[src/rtl/lock_pkg.sv]
// Shared types and constants for the serial lock front end: FSM state encoding,
// default timing parameters and the code-bit values carried on inp.
package lock_pkg;

    typedef enum logic [1:0] {
        ST_IDLE         = 2'd0,
        ST_EMIT         = 2'd1,
        ST_WAIT_RELEASE = 2'd2
    } entry_state_t;

    localparam int DEF_DEBOUNCE_CYCLES = 16;
    localparam int DEF_TIMEOUT_CYCLES  = 1000;

    localparam logic BIT_ZERO = 1'b0;
    localparam logic BIT_ONE  = 1'b1;

endpackage

[src/rtl/button_debouncer.sv]
// One pushbutton conditioner: two-flop synchroniser, stability counter that
// toggles the clean level, and a registered rising-edge press strobe.
module button_debouncer #(
    parameter int DEBOUNCE_CYCLES = lock_pkg::DEF_DEBOUNCE_CYCLES
) (
    input  logic clk,
    input  logic rst_n,
    input  logic raw,
    output logic level,
    output logic press
);

    localparam int CNT_W = $clog2(DEBOUNCE_CYCLES + 1);
    localparam logic [CNT_W-1:0] CNT_LAST = CNT_W'(DEBOUNCE_CYCLES - 1);

    logic [1:0]       sync_q;
    logic [CNT_W-1:0] cnt_q, cnt_d;
    logic             level_q, level_d;
    logic             press_q, press_d;

    // The toggle fires on the cycle the count would reach DEBOUNCE_CYCLES,
    // so the counter itself never has to hold that value.
    always_comb begin
        cnt_d   = cnt_q;
        level_d = level_q;
        if (sync_q[1] == level_q) begin
            cnt_d = '0;
        end else if (cnt_q == CNT_LAST) begin
            cnt_d   = '0;
            level_d = ~level_q;
        end else begin
            cnt_d = cnt_q + CNT_W'(1);
        end
        press_d = level_d & ~level_q;
    end

    always_ff @(posedge clk or negedge rst_n) begin
        if (!rst_n) begin
            sync_q  <= 2'b00;
            cnt_q   <= '0;
            level_q <= 1'b0;
            press_q <= 1'b0;
        end else begin
            sync_q  <= {sync_q[0], raw};
            cnt_q   <= cnt_d;
            level_q <= level_d;
            press_q <= press_d;
        end
    end

    assign level = level_q;
    assign press = press_q;

endmodule

[src/rtl/code_entry_frontend.sv]
// Turns two debounced pushbuttons into one strobed code bit per press.
// Optional idle-abort of a partial entry is built when ENTRY_TIMEOUT_EN is defined.
module code_entry_frontend
    import lock_pkg::*;
#(
    parameter int DEBOUNCE_CYCLES = DEF_DEBOUNCE_CYCLES,
    parameter int TIMEOUT_CYCLES  = DEF_TIMEOUT_CYCLES
) (
    input  logic clk,
    input  logic rst_n,
    input  logic btn_zero,
    input  logic btn_one,
    output logic inp,
    output logic inp_valid,
    output logic busy,
    output logic entry_abort
);

    logic level_zero, press_zero;
    logic level_one,  press_one;

    button_debouncer #(.DEBOUNCE_CYCLES(DEBOUNCE_CYCLES)) u_deb_zero (
        .clk   (clk),
        .rst_n (rst_n),
        .raw   (btn_zero),
        .level (level_zero),
        .press (press_zero)
    );

    button_debouncer #(.DEBOUNCE_CYCLES(DEBOUNCE_CYCLES)) u_deb_one (
        .clk   (clk),
        .rst_n (rst_n),
        .raw   (btn_one),
        .level (level_one),
        .press (press_one)
    );

    entry_state_t state_q, state_d;
    logic         inp_q, inp_d;
    logic         valid_q, valid_d;
    logic         busy_q, busy_d;

    always_comb begin
        state_d = state_q;
        inp_d   = inp_q;
        unique case (state_q)
            ST_IDLE: begin
                if (press_zero && press_one) begin
                    state_d = ST_WAIT_RELEASE;
                end else if (press_one) begin
                    state_d = ST_EMIT;
                    inp_d   = BIT_ONE;
                end else if (press_zero) begin
                    state_d = ST_EMIT;
                    inp_d   = BIT_ZERO;
                end
            end
            ST_EMIT: begin
                state_d = ST_WAIT_RELEASE;
            end
            ST_WAIT_RELEASE: begin
                if (!level_zero && !level_one) begin
                    state_d = ST_IDLE;
                end
            end
            default: begin
                state_d = ST_IDLE;
            end
        endcase
        // Outputs are decoded from the next state so they leave flops directly.
        valid_d = (state_d == ST_EMIT);
        busy_d  = (state_d != ST_IDLE);
    end

    always_ff @(posedge clk or negedge rst_n) begin
        if (!rst_n) begin
            state_q <= ST_IDLE;
            inp_q   <= 1'b0;
            valid_q <= 1'b0;
            busy_q  <= 1'b0;
        end else begin
            state_q <= state_d;
            inp_q   <= inp_d;
            valid_q <= valid_d;
            busy_q  <= busy_d;
        end
    end

    assign inp       = inp_q;
    assign inp_valid = valid_q;
    assign busy      = busy_q;

`ifdef ENTRY_TIMEOUT_EN
    localparam int TMO_W = $clog2(TIMEOUT_CYCLES + 1);
    localparam logic [TMO_W-1:0] TMO_LAST = TMO_W'(TIMEOUT_CYCLES - 1);

    logic [TMO_W-1:0] tmo_cnt_q, tmo_cnt_d;
    logic             pending_q, pending_d;
    logic             abort_q, abort_d;

    // Leaving IDLE on an accepted press outranks an abort due in the same cycle.
    always_comb begin
        tmo_cnt_d = tmo_cnt_q;
        pending_d = pending_q;
        abort_d   = 1'b0;
        if ((state_q == ST_IDLE) && (state_d != ST_IDLE)) begin
            tmo_cnt_d = '0;
            if (state_d == ST_EMIT) begin
                pending_d = 1'b1;
            end
        end else if (pending_q && (state_q == ST_IDLE)) begin
            if (tmo_cnt_q == TMO_LAST) begin
                abort_d   = 1'b1;
                pending_d = 1'b0;
                tmo_cnt_d = '0;
            end else begin
                tmo_cnt_d = tmo_cnt_q + TMO_W'(1);
            end
        end
    end

    always_ff @(posedge clk or negedge rst_n) begin
        if (!rst_n) begin
            tmo_cnt_q <= '0;
            pending_q <= 1'b0;
            abort_q   <= 1'b0;
        end else begin
            tmo_cnt_q <= tmo_cnt_d;
            pending_q <= pending_d;
            abort_q   <= abort_d;
        end
    end

    assign entry_abort = abort_q;
`else
    logic unused_timeout_cfg;
    assign unused_timeout_cfg = ^TIMEOUT_CYCLES;
    assign entry_abort        = 1'b0;
`endif

endmodule

[config.mk]
export PLATFORM = sky130hd
export DESIGN_NAME = code_entry_frontend
export DESIGN_NICKNAME = d
export VERILOG_FILES = /design/src/rtl/lock_pkg.sv /design/src/rtl/button_debouncer.sv /design/src/rtl/code_entry_frontend.sv
export SDC_FILE = /design/constraint.sdc
export NUM_CORES = 1
export LEC_CHECK = 0
export CORE_MARGIN = 3
export CORE_UTILIZATION = 52
export DETAILED_ROUTE_END_ITERATION = 8
export PLACE_DENSITY_LB_ADDON = 0.15
export SYNTH_ARGS = -nofsm -noshare
export SYNTH_HDL_FRONTEND = slang
export SYNTH_SLANG_ARGS = --single-unit
[constraint.sdc]
create_clock -name clk -period 1.5 [get_ports clk]
set_input_delay 0.225 -clock clk [delete_from_list [all_inputs] [get_ports clk]]
set_output_delay 0.225 -clock clk [all_outputs]
set_load 0.01 [all_outputs]
Yosys cells after proc, flatten, opt, wreduce, memory -nomap -nowiden
Index checks and enable logic that the tools add are counted.

Add/subtract/negate cells: 2. Eq/ne operators: 7. Mux-type cells: 15. Bitwise logic cells: 5. Reduce and logical (&&, ||, !) cells: 8.

Operators with widths (number): 5-bit 2-to-1 mux (4); 5-bit by 1-bit adder with 5-bit output, second input constant (2); 5-bit by 4-bit equality test with 1-bit output, second input constant (2); 2-bit 2-to-1 mux (4); 1-bit 2-to-1 mux (6); 2-bit one-hot mux with 3 select lines (1); 2-bit by 1-bit equality test with 1-bit output, second input constant (2); 2-bit nonzero test (2); 1-bit inverter (3); 3-bit AND reduction (1); 1-bit AND (2); 1-bit equality test (2); 2-bit equality test, second input constant (1); 1-bit logical AND (2); 1-bit logical NOT (2); 2-bit logical NOT (1).

Flip-flop bits (word level): 23. Input port bits: 4. Output and inout bits: 4. Word-level logic and storage cells: 49.

Logic depth before layout (Yosys ltp)
Gate-level depths: netlist of run 1.

Depth in word-level cells: 5. Gate-level depth with buffers: 4. Depth with buffers taken out: 4.

Hierarchy
From an unflattened synthesis of run 1, not the netlist that was laid out.

Cell total of the unflattened synthesis: 69. Area, all modules: 930.9 um^2.

Modules (own cells, without submodules): button_debouncer (times used 2, cells each 25, area each 350.3 um^2, sequential area each 225.2 um^2); code_entry_frontend (times used 1, cells each 19, area each 230.2 um^2, sequential area each 125.1 um^2).

Worst setup path before layout of run 1
No wires, ideal clock.

Kind: flip-flop to flip-flop. Start point: register u_deb_zero.cnt_q[0]. End point: register u_deb_zero.level_q, in the netlist u_deb_zero.level. Library setup time: 0.125 ns. Arrival: 1.069 ns. Data required time: 1.375 ns. Slack: 0.306 ns. Cell stages (with the launch flop): 5. Buffers on the path: 0. Clock period less this slack: 1.194 ns. Cell sequence: dfrtp_1 > ha_1 > nand3_1 > nor2_1 > mux2_2.

Word-level cells in the longest chain between the ends: 3.

RTL lines: from (decl) (RTL line button_debouncer.sv:17) `logic [CNT_W-1:0] cnt_q, cnt_d;`; from (signal assigned) (RTL line button_debouncer.sv:45) `cnt_q <= cnt_d;`; 5-bit by 4-bit equality test with 1-bit output (RTL line button_debouncer.sv:28) `end else if (cnt_q == CNT_LAST) begin`; 1-bit 2-to-1 mux (RTL line button_debouncer.sv:28); 1-bit 2-to-1 mux (RTL line button_debouncer.sv:26) `if (sync_q[1] == level_q) begin`; named net u_deb_zero.level_d (RTL line button_debouncer.sv:18) `logic level_q, level_d;`; to (signal assigned) (RTL line button_debouncer.sv:46) `level_q <= level_d;`; to (decl) (RTL line button_debouncer.sv:18).

The timed path passes the listed nets, and every way through them passes these cells. A chain may end at the register's enable or synchronous reset.

Worst setup path after layout of run 1
Start point: register busy_q, in the netlist busy. End point: output port busy.

RTL lines: from (decl) (RTL line code_entry_frontend.sv:41) `logic busy_q, busy_d;`; from (signal assigned) (RTL line code_entry_frontend.sv:85) `busy_q <= busy_d;`; to (decl) (RTL line code_entry_frontend.sv:15) `output logic busy,`.

No word-level cell between the ends.

==> results of run 1 <==
[synth_stat cells (all sizes together)]
| master | instances |
|---|---|
| buf | 1 |
| dfrtp | 23 |
| o31ai | 1 |
| and3 | 2 |
| a21oi | 1 |
| ha | 2 |
| or2 | 1 |
| xor2 | 6 |
| o21bai | 1 |
| mux2 | 2 |
| conb | 1 |
| nand2 | 1 |
| nand3 | 4 |
| xnor2 | 1 |
| nor3 | 2 |
| o21ai | 3 |
| nor4b | 2 |
| nor2 | 9 |
| and2 | 2 |
| inv | 2 |
| a22oi | 1 |
[logic make-up (layout without fill, tap and decap cells)]
logic type / Yosys count / after routing / share of synthesized area
AOI/OAI and AO/OA: 7 / 7 / 0.05451
xor gates and xnor gates: 7 / 7 / 0.07030
adders and majority gates: 2 / 2 / 0.02869
buffers and inverters: 3 / 14 / 0.01722
DFF: 23 / 23 / 0.6600
muxes: 2 / 2 / 0.02582
other: 1 / 1 / 0.004300
and+or+nand+nor: 23 / 23 / 0.1392
[metrics by stage]
stage / hold WS, ps / worst slack, ps / total power, mW / cells
after floorplan: -70.59 / 306.2 / 0.6882 / 68
after global placement: 338.3 / 247.2 / 0.7128 / 90
after detailed placement: 343.6 / 243.5 / 0.7149 / 90
after CTS: 257.3 / 41.05 / 0.9849 / 94
after global routing: 257.3 / 43.16 / 1.023 / 95
final: 253.6 / 113.9 / 0.9654 / 95
[what timing repair did]
item                                    in CTS  in global routing
endpoints found under the setup margin       0                  1
endpoints found under the hold margin        0                  0
resized for setup                            0                  1
buffers inserted                             0                  1
[power by group]
part | switching, mW | internal (mW) | leakage, nW
Combinational | 0.0271 | 0.0228 | 0.208
Sequential | 0.0127 | 0.638 | 0.307
Clock | 0.161 | 0.103 | 0.0150
[registers in the layout (all words and copies together) (netlist names), 2 cells and up]
register	flops
u_deb_one.cnt_q	5
state_q	2
u_deb_one.sync_q	2
u_deb_zero.sync_q	2
u_deb_zero.cnt_q	5
[cell type report]
| class | count | area [µm²] | area share |
|---|---|---|---|
| well taps | 16 | 20.02 | 0.02025 |
| multi-input cells | 42 | 281.5 | 0.2848 |
| repair buffers | 8 | 77.57 | 0.07848 |
| flip-flops and latches | 23 | 575.6 | 0.5823 |
| inverters | 2 | 7.507 | 0.007595 |
| clock buffers | 4 | 26.28 | 0.02658 |
[cell usage in the layout (no fill, tap or decap), drive strengths merged, types with 2 or more instances in the layout]
cell / synthesis / layout
and2: 2 / 2
and3: 2 / 2
buf: 1 / 2
clkbuf: 0 / 4
clkdlybuf4s50: 0 / 5
dfrtp: 23 / 23
ha: 2 / 2
inv: 2 / 2
mux2: 2 / 2
nand3: 4 / 4
nor2: 9 / 9
nor3: 2 / 2
nor4b: 2 / 2
o21ai: 3 / 3
xor2: 6 / 6
[worst min-delay path by stage]
stage | end | depth (start not counted) | slack (ps)
global route | u_deb_one.cnt_q[2] | 2 | 260
floorplan | busy | 0 | -70
detailed placement | u_deb_zero.sync_q[1] | 0 | 340
CTS | inp | 2 | 260
finish | inp | 2 | 250
global placement | u_deb_one.sync_q[1] | 0 | 340
[per-layer routing]
layer / up-vias / GRT usage / share of wire
li1: 251 / - / -
met2: 6 / 0.1789 / 0.46
met3: 2 / 0.03448 / 0.044
met1: 233 / 0.1695 / 0.48
met5: - / 0 / 0
met4: 0 / 0.04972 / 0.0082
==> key figures, run 1 <==
Outcome
  • Status: completed

Worst setup path
  • Type of the worst setup path: flop to output pin
  • Crit path max fanout: 1
  • Reg2reg path depth: 4
  • Setup crit end: busy
  • Cell family with most CP delay: buffers and inverters
  • Critical path's slowest cell: clkdlybuf4s50_1
  • CP Launch Type: flop
  • R2R Setup Slk: 210 ps
  • RR Startpoint: u_deb_zero.cnt_q[0]
  • Critical path depth in cells: 1
  • Crit-path cells: clkdlybuf4s50_1
  • Max stage delay on crit path: 520 ps
  • Worst flop-to-flop path endpoint: u_deb_zero.level
  • Arrival time at the worst endpoint: 1160 ps
  • CP startpoint: busy
  • CP Capture Type: output pin
  • Worst EP required: 1270 ps
  • Buffer and inverter count on the worst path: 1

Floorplan
  • Starting Density: 0.5657
  • Chip width: 46.95 µm
  • # rows: 14
  • Vert. Die Dim: 46.95 µm
  • Ports: 8
  • DIE AREA: 2204 µm²
  • Core area: 1541 µm²

Pwr
  • P_leak: 0.5296 nW
  • Pwr per Cell Area: 976.7 nW/µm²
  • VDD IR-drop max: 0.6439 mV

Global route
  • Initial antenna violation count: 0
  • GRT Overall Usage: 0.1216
  • First-pass GRT wire length: 1890 µm
  • Total congestion overflow: 0
  • Pin count of the biggest net entering global routing: 24
  • Vias in the first global route: 468

Synthesis
  • Syn_area_per_cell: 12.82 µm²
  • Largest cells by area after synthesis: dfrtp_1, xor2_1, nor2_1, ha_1, mux2_2
  • Post-synth top area share: 0.6600
  • Seq/Total Area, Yosys: 0.6600
  • Ys Warns: 0
  • Mapped Nets: 74
  • Post-Synthesis Cells: 68
  • Yosys cell types: 23
  • Post-Syn Area: 872.1 µm²
  • Seq cells post-synth: 23
  • Synth area leader: dfrtp_1

Finish
  • # diodes: 0
  • Fillers: 122
  • P&R area growth vs syn: 13.34%
  • Layout cells sized above 1: 0.1139
  • Fin area: 988.4 µm²
  • Core Util, Final: 0.6412
  • Final #Nets: 86

Drt
  • Via/cell ratio: 5.179
  • Initial DRT Pass Iterations: 3
  • DRT iter0 DRCs: 8
  • Routed vias: 492
  • Residual DRC: 0
  • DR WL/cell: 11.55 µm
  • Final wirelength: 1097 µm
  • Remaining antenna violation count after routing: 0

CTS
  • CTS sink count: 23
  • Htree depth: 1
  • CTS Buf Count: 3
  • Clock Tree Buf Depth: 2
  • CTS tree: built
  • CTS root buf: clkbuf_4
  • Worst skew pair latency: 300 ps
  • CTS Hold Bufs: 0
  • Clk pin slew, worst setup/hold paths: 120 ps

Place
  • Placed inst area: 952.2 µm²
  • Routability Congestion: 0.6879
  • Buffers added on ports: 6

Worst hold path
  • Hold crit path type: input port to async pin

Timing
  • Final Critical Period: 1386 ps
  • RSZ-0062 raised after global routing: false
  • Final-report max-slew violation count: 0
  • Final Hold Violating Endpoints: 0
  • Setup Skew: 10.77 ps
  • Peak Freq: 721.5 MHz
  • Setup TNS: 0 ps
  • Tcrit/Tclk final: 0.9240
  • Setup violators final: 0

Flow run
  • Max cap viols: 0
Power figures use the tool's default switching activity.
==> run 2: changes to the inputs <==
Settings changed: CTS_CLUSTER_DIAMETER set to 60, SKIP_CTS_REPAIR_TIMING set to 1.
==> results of run 2 <==
The final DEF is identical to that of run 1; final timing and power are the same.
==> run 3: changes to the inputs <==
Settings changed: CTS_CLUSTER_DIAMETER 60 to unset.
==> results of run 3 <==
The final DEF is identical to that of run 1; final timing and power are the same.
